### src/rtl/mem_burst_pkg.sv
// Shared types and default sizes for the sequential memory burst reader.
package mem_burst_pkg;
   localparam int DEF_ADDR_W = 8;
   localparam int DEF_DATA_W = 8;
   localparam int DEF_LEN_W  = 8;
   localparam int FIFO_DEPTH = 2;
   localparam int FIFO_CNT_W = $clog2(FIFO_DEPTH + 1);

   typedef enum logic [1:0] {
      ST_IDLE,
      ST_FETCH,
      ST_DRAIN,
      ST_DONE
   } state_e;
endpackage

### src/rtl/rd_skid_fifo.sv
// Two-entry FIFO holding returned read data; entry 0 is always the head.
module rd_skid_fifo
   import mem_burst_pkg::*;
#(
   parameter int DATA_W = DEF_DATA_W
) (
   input  logic                  clk,
   input  logic                  rst_n,
   input  logic                  push_i,
   input  logic [DATA_W-1:0]     din_i,
   input  logic                  pop_i,
   output logic [DATA_W-1:0]     dout_o,
   output logic [FIFO_CNT_W-1:0] count_o
);
   localparam logic [FIFO_CNT_W-1:0] CNT_ONE = FIFO_CNT_W'(1);

   logic [DATA_W-1:0]     e0_q, e0_d, e1_q, e1_d;
   logic [FIFO_CNT_W-1:0] cnt_q, cnt_d;

   always_comb begin
      e0_d  = e0_q;
      e1_d  = e1_q;
      cnt_d = cnt_q;
      case ({push_i, pop_i})
         2'b10: begin
            if (cnt_q == '0) e0_d = din_i;
            else             e1_d = din_i;
            cnt_d = cnt_q + CNT_ONE;
         end
         2'b01: begin
            e0_d  = e1_q;
            cnt_d = cnt_q - CNT_ONE;
         end
         2'b11: begin
            // Count is unchanged; the new word lands behind whatever remains.
            if (cnt_q == CNT_ONE) begin
               e0_d = din_i;
            end else begin
               e0_d = e1_q;
               e1_d = din_i;
            end
         end
         default: ;
      endcase
   end

   always_ff @(posedge clk or negedge rst_n) begin
      if (!rst_n) begin
         e0_q  <= '0;
         e1_q  <= '0;
         cnt_q <= '0;
      end else begin
         e0_q  <= e0_d;
         e1_q  <= e1_d;
         cnt_q <= cnt_d;
      end
   end

   assign dout_o  = e0_q;
   assign count_o = cnt_q;
endmodule

### src/rtl/mem_burst_reader.sv
// Burst read engine: walks addr..addr+len-1 and streams words through a credit-guarded 2-entry buffer.
//   state    | meaning
//   ST_IDLE  | waiting for start
//   ST_FETCH | issuing reads while credit allows
//   ST_DRAIN | all reads issued, emptying buffer
//   ST_DONE  | one-cycle completion pulse
module mem_burst_reader
   import mem_burst_pkg::*;
#(
   parameter int ADDR_W = DEF_ADDR_W,
   parameter int DATA_W = DEF_DATA_W,
   parameter int LEN_W  = DEF_LEN_W
) (
   input  logic              clk,
   input  logic              reset_n,
   input  logic              start,
   input  logic [ADDR_W-1:0] start_addr,
   input  logic [LEN_W-1:0]  length,
   output logic              busy,
   output logic              done,
   output logic              mem_rd_en,
   output logic [ADDR_W-1:0] mem_addr,
   input  logic [DATA_W-1:0] mem_rdata,
   output logic [DATA_W-1:0] out_data,
   output logic              out_valid,
   input  logic              out_ready
);
   state_e                state_q, state_d;
   logic [ADDR_W-1:0]     addr_q, addr_d, last_addr_q;
   logic [LEN_W-1:0]      rem_q, rem_d;
   logic                  inflight_q;
   logic                  issue, pop, credit_ok;
   logic [FIFO_CNT_W-1:0] fifo_count;
   logic [2:0]            credit_sum;

   assign out_valid  = (fifo_count != '0);
   assign pop        = out_valid & out_ready;
   assign credit_sum = 3'(fifo_count) + 3'(inflight_q) - 3'(pop);
   assign credit_ok  = (credit_sum < 3'd2);

   always_comb begin
      state_d = state_q;
      addr_d  = addr_q;
      rem_d   = rem_q;
      issue   = 1'b0;
      case (state_q)
         ST_IDLE: begin
            if (start) begin
               addr_d  = start_addr;
               rem_d   = length;
               state_d = (length != '0) ? ST_FETCH : ST_DONE;
            end
         end
         ST_FETCH: begin
            if (credit_ok) begin
               issue  = 1'b1;
               addr_d = addr_q + ADDR_W'(1);
               rem_d  = rem_q - LEN_W'(1);
               if (rem_q == LEN_W'(1)) state_d = ST_DRAIN;
            end
         end
         ST_DRAIN: begin
            if (!inflight_q && (fifo_count == FIFO_CNT_W'(pop))) state_d = ST_DONE;
         end
         ST_DONE:  state_d = ST_IDLE;
         default:  state_d = ST_IDLE;
      endcase
   end

   always_ff @(posedge clk or negedge reset_n) begin
      if (!reset_n) begin
         state_q     <= ST_IDLE;
         addr_q      <= '0;
         rem_q       <= '0;
         inflight_q  <= 1'b0;
         last_addr_q <= '0;
      end else begin
         state_q    <= state_d;
         addr_q     <= addr_d;
         rem_q      <= rem_d;
         inflight_q <= issue;
         if (issue) last_addr_q <= addr_q;
      end
   end

   // The address bus shows the live pointer only while strobing, otherwise the last issued one.
   assign mem_rd_en = issue;
   assign mem_addr  = issue ? addr_q : last_addr_q;
   assign busy      = (state_q != ST_IDLE);
   assign done      = (state_q == ST_DONE);

   rd_skid_fifo #(.DATA_W(DATA_W)) u_fifo (
      .clk     (clk),
      .rst_n   (reset_n),
      .push_i  (inflight_q),
      .din_i   (mem_rdata),
      .pop_i   (pop),
      .dout_o  (out_data),
      .count_o (fifo_count)
   );
endmodule
### config.mk
export PLATFORM = sky130hd
export DESIGN_NAME = mem_burst_reader
export DESIGN_NICKNAME = d
export VERILOG_FILES = /design/src/rtl/mem_burst_pkg.sv /design/src/rtl/rd_skid_fifo.sv /design/src/rtl/mem_burst_reader.sv
export SDC_FILE = /design/constraint.sdc
export NUM_CORES = 1
export LEC_CHECK = 0
export ABC_AREA = 0
export CORE_MARGIN = 3
export CORE_UTILIZATION = 35
export DETAILED_ROUTE_END_ITERATION = 16
export PLACE_DENSITY_LB_ADDON = 0.1
export SYNTH_ARGS = -nofsm -noshare
export SYNTH_HDL_FRONTEND = slang
export SYNTH_SLANG_ARGS = --single-unit
### constraint.sdc
create_clock -name clk -period 3.3 [get_ports clk]
set_clock_uncertainty 0.15 [all_clocks]
set_input_delay 0.825 -clock clk [delete_from_list [all_inputs] [get_ports clk]]
set_output_delay 0.825 -clock clk [all_outputs]
set_load 0.01 [all_outputs]
# [Word level (Yosys, flattened, before mapping)]
# Index checks and enable logic that the tools add are counted.
[op_classes] n_shift=0 n_lt_le_gt_ge=1 n_bitwise=1 n_eq_ne=16 div=0 mul=0 n_reduce_logical=15 n_addsub=6 n_mux=22
[op_table] cell="$mux 8" count=9
[op_table] cell="$pmux 8 s2" count=3
[op_table] cell="$pmux 8 s3" count=1
[op_table] cell="$ne 2x2->1 const B" count=6
[op_table] cell="$mux 2" count=5
[op_table] cell="$reduce_bool 2->1" count=5
[op_table] cell="$add 8x1->8 const B" count=1
[op_table] cell="$eq 2x2->1 const B" count=4
[op_table] cell="$eq 8x1->1 const B" count=1
[op_table] cell="$pmux 2 s4" count=1
[op_table] cell="$reduce_bool 8->1" count=1
[op_table] cell="$sub 8x1->8 const B" count=1
[op_table] cell="$eq 2x1->1 const B" count=3
[op_table] cell="$reduce_and 3->1" count=2
[op_table] cell="$logic_not 2->1" count=2
[op_table] cell="$pmux 2 s2" count=1
[op_table] cell="$reduce_and 4->1" count=1
[op_table] cell="$add 2x1->3" count=1
[op_table] cell="$lt 3x2->1 const B" count=1
[op_table] cell="$reduce_bool 3->1" count=1
[op_table] cell="$sub 3x1->3" count=1
[op_table] cell="$add 2x1->2 const B" count=1
[op_table] cell="$eq 2x1->1" count=1
[op_table] cell="$mux 1" count=2
[op_table] cell="other kinds (6)" count=6
[word_totals] input_bits=28 latchBits=0 ram_bits=0 romBits=0 out_inout_bits=20 ff_bits=45 n_memories=0 word_cells=69

# [Depth between registers and ports, before layout]
# Gate-level depths: netlist of run 1.
[depth] ltp_word=7 depth_mapped=14 depth_no_buf=13

# [Cells and area by module]
# A second synthesis of run 1 with hierarchy kept.
[hier_totals] cells_unflattened=253 area_unflattened_um2=2616.3
[modules_own_cells] module="mem_burst_reader" seq_area_each_um2=675.6 cells_each=169 instances=1 area_each_um2=1657.8
[modules_own_cells] module="rd_skid_fifo" seq_area_each_um2=450.4 cells_each=84 instances=1 area_each_um2=958.4

# [Worst setup path after synthesis of run 1]
# OpenSTA, ideal clock, no wires.
[synth_path] path_type="input to output" startpoint="in out_ready" endpoint="out mem_addr[0]" path_slack_ns=-0.136 arrival_time_ns=2.461 required_time_ns=2.325 n_path_buf=0 stages=9 path_cell_list="nand2_2 > inv_2 > xnor2_1 > nand2_1 > fa_1 > xnor2_1 > and2_1 > nand2_1 > mux2_2"
[synth_via] elab_chain_cells=6
[synth_lines] item="start: declaration" line_no="mem_burst_reader.sv:26" rtl="input logic out_ready"
[synth_lines] item="$and 1x1->1" line_no="mem_burst_reader.sv:37" rtl="assign pop = out_valid & out_ready;"
[synth_lines] item="$sub 3x1->3" line_no="mem_burst_reader.sv:38" rtl="assign credit_sum = 3'(fifo_count) + 3'(inflight_q) - 3'(pop);"
[synth_lines] item="$lt 3x2->1" line_no="mem_burst_reader.sv:39" rtl="assign credit_ok = (credit_sum < 3'd2);"
[synth_lines] item="$mux 1" line_no="mem_burst_reader.sv:55" rtl="if (credit_ok) begin"
[synth_lines] item="$mux 1" line_no="mem_burst_reader.sv:46" rtl="case (state_q)"
[synth_lines] item="$mux 8"
[synth_lines] item="end: declaration" line_no="mem_burst_reader.sv:22" rtl="output logic [ADDR_W-1:0] mem_addr,"
# Every way passes these cells.

# [Final worst setup path of run 1]
[layout_path] startpoint="reg u_fifo.cnt_q[0] (netlist: u_fifo.count_o[0])" endpoint="out mem_addr[4]"
[layout_via] elab_chain_cells=7 elab_cells_between_ends=8 cone_classes="add/sub: 2; order compare: 1; mux: 3; bitwise: 1; reduce/logical: 1"
[layout_lines] item="start: declaration" line_no="rd_skid_fifo.sv:18" rtl="logic [FIFO_CNT_W-1:0] cnt_q, cnt_d;"
[layout_lines] item="start signal: assignment" line_no="rd_skid_fifo.sv:55" rtl="cnt_q <= cnt_d;"
[layout_lines] item="parallel branches: the longest is 2 deep, another holds $add 2x1->3"
[layout_lines] item="$sub 3x1->3 (*)" line_no="mem_burst_reader.sv:38"
[layout_lines] item="$lt 3x2->1 (*)" line_no="mem_burst_reader.sv:39"
[layout_lines] item="$mux 1 (*)" line_no="mem_burst_reader.sv:55"
[layout_lines] item="$mux 1 (*)" line_no="mem_burst_reader.sv:46"
[layout_lines] item="$mux 8 (*)"
# Every way passes the cells marked *.

==> results of run 1 <==
[metrics by stage]
stage | cells | setup TNS (ns) | power, mW | hold slack, ns
6_report | 405 | -4.69 | 4.07 | 0.335
3_5_place_dp | 364 | -10.52 | 2.79 | 0.319
3_3_place_gp | 364 | -9.26 | 2.76 | 0.313
2_1_floorplan | 230 | 0 | 2.05 | 0.308
4_1_cts | 403 | -5.27 | 3.79 | 0.342
5_1_grt | 405 | -8.34 | 4.39 | 0.370
[routing by layer]
layer	vias to the layer above	track usage	wire [µm]
li1	1039	-	-
met1	1000	0.224	2750
met2	62	0.275	3100
met3	6	0.0354	325
met4	0	0.0481	70
met5	-	0	0
[power groups by stage]
stage / combinational (mW) / clock, mW / sequential [mW]
global route: 2.98 / 0.478 / 0.932
global placement: 1.85 / 0 / 0.906
CTS: 2.45 / 0.451 / 0.898
finish: 2.73 / 0.437 / 0.901
floorplan: 1.14 / 0 / 0.912
detailed placement: 1.88 / 0 / 0.907
[worst max path at each step]
| stage | from | cells after the start | endpoint |
|---|---|---|---|
| after floorplan | out_ready | 9 | mem_addr[0] |
| final | u_fifo.count_o[0] | 12 | mem_addr[4] |
| after CTS | u_fifo.count_o[1] | 13 | mem_addr[4] |
| after detailed placement | out_ready | 11 | mem_addr[7] |
| after global routing | u_fifo.count_o[0] | 13 | mem_addr[1] |
| after global placement | out_ready | 11 | mem_addr[1] |
[critical path: cells and delay by family, from the launching register on]
family	cells	cell delay, ns
simple gates	4	0.47
mux	1	0.33
buf+inv	4	0.30
flops	1	0.40
xor+xnor	1	0.14
fa+ha+maj	2	0.70
[synth_stat cells (3+ instances only)]
cell | instances | area (µm²)
o21ai_0 | 16 | 80.1
inv_2 | 4 | 15.0
mux2i_1 | 4 | 40.0
a22oi_1 | 14 | 105
mux2_2 | 16 | 180
nand2_1 | 24 | 90.1
ha_1 | 12 | 150
nand4b_1 | 6 | 52.6
and3_1 | 4 | 25.0
dfrtp_1 | 45 | 1130
inv_1 | 8 | 30.0
o211ai_1 | 5 | 37.5
o22ai_1 | 3 | 18.8
nor2_1 | 8 | 30.0
a21oi_1 | 10 | 50.1
nand3_1 | 6 | 30.0
clkbuf_1 | 7 | 26.3
nor3_1 | 4 | 20.0
xnor2_1 | 4 | 35.0
[area by class of cell]
cell class,instances,share of cell area
multi-input combinational,165,0.374
sequential,45,0.311
timing repair buffer,98,0.242
tap,77,0.0266
clock buffer,5,0.0190
inverter,12,0.0145
clock inverter,3,0.0128
[state kept, by name, indices dropped and copies added, names as in the netlist]
name / count
addr_q: 8
inflight_q: 1
last_addr_q: 8
rem_q: 8
state_q: 2
u_fifo.count_o: 2
u_fifo.dout_o: 8
u_fifo.e1_q: 8
[what timing repair did]
action	4_1_cts	5_1_grt
gates cloned	1	1
buffers inserted	30	6
endpoints found under the setup margin	9	35
gates resized for setup	76	23
pin swaps	19	10
[cells by family after synthesis]
kind of cell	Yosys count	synth area share
AND/OR/NAND/NOR	69	0.153
adder cells (fa/ha/maj)	13	0.0717
buffers and inverters	21	0.0343
flip-flops	45	0.475
AO/OA/AOI/OAI	58	0.159
XOR/XNOR	4	0.0148
multiplexers	20	0.0928
==> flow_summary.yaml, run 1 <==
power_and_ir_drop:
  intPower_mw: 2.56
  switching_share: 0.372
  power_density_nw_per_um2: 1120
  peakVddDrop_mv: 0.421
  leakage_nw: 1.63
  p_clk_frac: 0.107
  combPwrFrac: 0.671
  p_sw_mw: 1.51
  p_seq_frac: 0.221
floorplan:
  ioPinCount: 48
  rows: 29
  start_util: 0.367
  die-area_um2: 7800
  die-width_um: 88.3
  fp.dieH_um: 88.3
  core_area_um2: 6460
critical_path:
  timing.rr.end: "rem_q[6]"
  reg2regPathDepth: 23
  critPathSlowestCell: "fa_2"
  cp_slowest_stage_delay_ns: 0.55
  reg2reg_slack_ns: -0.18
  r2r-start: "u_fifo.count_o[0]"
  path_cells: "inv_2 -> ha_4 -> inv_4 -> nand2_4 -> inv_4 -> xnor2_4 -> nand2_1 -> fa_2 -> and2_4 -> nand2_8 -> mux2_4 -> buf_6"
  critPathLaunchType: "flip-flop"
  crit_path_end_kind: "output port"
  critPathMaxFanout: 5
  crit_top_cell: "inv_4"
  cp.required_ns: 2.32
  worstPathArrival_ns: 2.64
  critical_path_class: "flip-flop to output port"
grt:
  grt_use_total: 0.167
  grt_max_degree: 26
  grt_antenna_before_repair: 0
  grt_pass1_vias: 2110
  grt-ovfl-total: 0
  grt_first_pass_wirelength_um: 10200
place:
  place.gp.congestion: 0.761
  dpl_cell_area_um2: 3080
  pre_cts_ws_ns: -1.08
  dp_hpwl_um: 4020
  io_buffers: 47
synthesis:
  yosysSeqAreaShare: 0.475
  synth_area_per_cell_um2: 10.3
  async_flop_share: 1.00
  ys_ff_latch: 45
  synth-edff-count: 0
  synth_area_um2: 2370
  syn-num-nets: 271
  ys_warn_count: 0
  synth_cell_types: 42
  syn_inst: 230
  synthFlopType: "dfrtp_1"
layout:
  fill_cells: 579
  final_common_cell: "buf_4"
  design_area_um2: 3620
  nets: 368
  area_delta_synth_final_pct: 52.7
  antenna_cells: 0
  layout_common_cells: "buf_4, dfrtp_1, clkdlybuf4s50_1"
  multi_input_area_um2: 1360
  final_util: 0.561
  final_layout_size_suffix_gt1_frac: 0.354
  register_area_um2: 1130
run:
  max_cap_violations: 0
cts:
  cts_sinks: 45
  hold_buffers: 0
  htreeDepth: 2
  cts_buffers: 5
  clock_latency_ns: 0.30
  cts_max_path_buffers: 2
  cts_tree: "yes"
  root_buffer: "clkbuf_8"
  clk_pin_slew_worst_paths_ns: 0.09
run_status:
  violations: "negative setup slack"
  status: "finished with violations"
sta:
  min_period_over_period: 1.10
  fin_crit_ns: 3.62
  hold_viol_final: 0
  worstMarginPinSlew_ns: 0.555
  max_freq_ghz: 0.277
  rsz0062_at_grt: "yes"
  relSlewSlack: 0.630
  slew_viol_final: 0
  finalSetupViolations: 25
  fin_ws_ns: -0.317
route:
  post_drt_wl_per_cell_um: 15.4
  dr.pass1.iters: 4
  drc_errors: 0
  via_per_inst: 5.20
  drt_wl_total_um: 6250
  drtAntennaViolNets: 0
  drtIter0Drc: 42
  num_vias: 2107
min_path:
  hold_path_depth: 2
  hp-class: "flip-flop to flip-flop"
  min_from: "u_fifo.dout_o[3]"
  min_to: "u_fifo.dout_o[3]"
No activity file was read; power rests on OpenSTA's default activity.
==> run 2: changes to the inputs <==
- MAX_ROUTING_LAYER: default -> met4
==> run 2 against run 1 <==
The run still ends with negative setup slack left. First-iteration DRC count up 19%. Routed wire length is 0.24% higher. Combinational power is 3% higher. Clock power is essentially flat. Worst setup slack is essentially flat. Utilization rose by 0.39 points. Maximum frequency hardly changed. Via count decreased by 0.57%. Non-clock buffer count grew 1. Largest cell class unchanged. Count of clock-buffer cells in the layout unchanged.
==> flow_summary.yaml, run 2 (synthesized netlist as in run 1, its figures left out) <==
critical_path:
  reg2reg_slack_ns: -0.18
  critPathLaunchType: "flip-flop"
  reg2regPathDepth: 23
  worstPathArrival_ns: 2.64
  crit_path_end_kind: "output port"
  critPathMaxFanout: 5
  critical_path_class: "flip-flop to output port"
  timing.rr.end: "rem_q[2]"
  r2r-start: "u_fifo.count_o[0]"
  cp.required_ns: 2.32
  crit_end: "mem_addr[4]"
  crit_start: "u_fifo.count_o[0]"
layout:
  layoutNonFillerInstCount: 406
  antenna_cells: 0
  final_common_cell: "buf_4"
  nets: 369
  layout_common_cells: "buf_4, dfrtp_1, clkdlybuf4s50_1"
  area_delta_synth_final_pct: 53.8
  final_util: 0.565
  final_layout_size_suffix_gt1_frac: 0.356
  design_area_um2: 3650
  fill_cells: 575
sta:
  fin_ws_ns: -0.317
  slew_viol_final: 0
  rsz0062_at_grt: "yes"
  hold_viol_final: 0
  worstMarginPinSlew_ns: 0.558
  hold_ws_ns: 0.335
  min_period_over_period: 1.10
  relSlewSlack: 0.628
  fin_crit_ns: 3.62
  finalSetupViolations: 25
  max_freq_ghz: 0.276
grt:
  grt_antenna_before_repair: 0
  grt_use_total: 0.173
  grt_first_pass_wirelength_um: 10300
  grt_max_degree: 26
  grt-ovfl-total: 0
  grt_pass1_vias: 2107
route:
  num_vias: 2095
  via_per_inst: 5.16
  drtAntennaViolNets: 0
  drc_errors: 0
  post_drt_wl_per_cell_um: 15.4
  drt_wl_total_um: 6260
  drtIter0Drc: 50
  dr.pass1.iters: 4
run_status:
  violations: "negative setup slack"
  status: "finished with violations"
power_and_ir_drop:
  peakVddDrop_mv: 0.431
  leakage_nw: 1.64
  power_density_nw_per_um2: 1140
place:
  place.gp.congestion: 0.771
  dpl_cell_area_um2: 3080
  dp_hpwl_um: 4020
  io_buffers: 47
  place_inst: 364
floorplan:
  ioPinCount: 48
  rows: 29
  core_area_um2: 6460
  start_util: 0.367
  die-width_um: 88.3
  die-area_um2: 7800
  fp.dieH_um: 88.3
cts:
  cts_buffers: 5
  cts_max_path_buffers: 2
  clock_latency_ns: 0.30
  root_buffer: "clkbuf_8"
  htreeDepth: 2
  cts_sinks: 45
  cts_tree: "yes"
  clk_pin_slew_worst_paths_ns: 0.09
run:
  max_cap_violations: 0
min_path:
  hp-class: "flip-flop to flip-flop"
[run 2: layout make-up]
cell class,instances,area (µm²),share of cell area
Clock buffer,5,68.8,0.0189
Tap cell,77,96.3,0.0264
Clock inverter,3,46.3,0.0127
Multi-Input combinational cell,165,1360,0.372
Inverter,12,52.6,0.0144
Sequential cell,45,1130,0.309
Timing Repair Buffer,99,902,0.247
[run 2: stage by stage]
step / setup TNS [ns] / power [mW] / setup WS [ns]
after floorplan: 0 / 2.05 / 0.0127
after detailed placement: -10.52 / 2.79 / -1.08
after global routing: -8.43 / 4.47 / -0.448
after CTS: -5.27 / 3.79 / -0.392
final: -4.83 / 4.15 / -0.317
after global placement: -9.26 / 2.76 / -1.02
[run 2: how the worst min path moves through the flow]
stage,start,endpoint,slack [ns],cells past startpoint
after floorplan,rem_q[7],rem_q[7],0.31,1
after global placement,u_fifo.dout_o[1],u_fifo.dout_o[1],0.31,2
after detailed placement,u_fifo.dout_o[3],u_fifo.dout_o[3],0.32,2
after CTS,u_fifo.dout_o[3],u_fifo.dout_o[3],0.34,2
after global routing,reset_n,u_fifo.dout_o[1],0.37,1
final,u_fifo.dout_o[3],u_fifo.dout_o[3],0.34,2
[run 2: repair_timing]
item | CTS | global route
pin swaps | 19 | 10
hold buffers | 0 | 0
gates resized for setup | 76 | 23
gates cloned | 1 | 2
setup buffers | 30 | 6
setup endpoints to repair | 9 | 35
[run 2: worst max-delay path, cell delays in order (launching register included)]
cell and delay (ns):
dfrtp_1 0.40, inv_2 0.09, ha_4 0.15, inv_4 0.04
nand2_4 0.07, inv_4 0.05, xnor2_4 0.14, nand2_1 0.09
fa_2 0.55, and2_4 0.22, nand2_8 0.09, mux2_4 0.33
buf_6 0.12
[run 2: power by group]
| part | switching, mW | internal, mW |
|---|---|---|
| Combinational | 1.19 | 1.63 |
| Clock | 0.209 | 0.227 |
| Sequential | 0.134 | 0.767 |
[run 2: metal layers]
metal,global-route usage,vias up,wire (µm)
li1,-,1043,-
met1,0.226,991,2770
met2,0.275,55,3100
met3,0.0345,6,326
met4,0.0481,0,68
met5,-,-,0
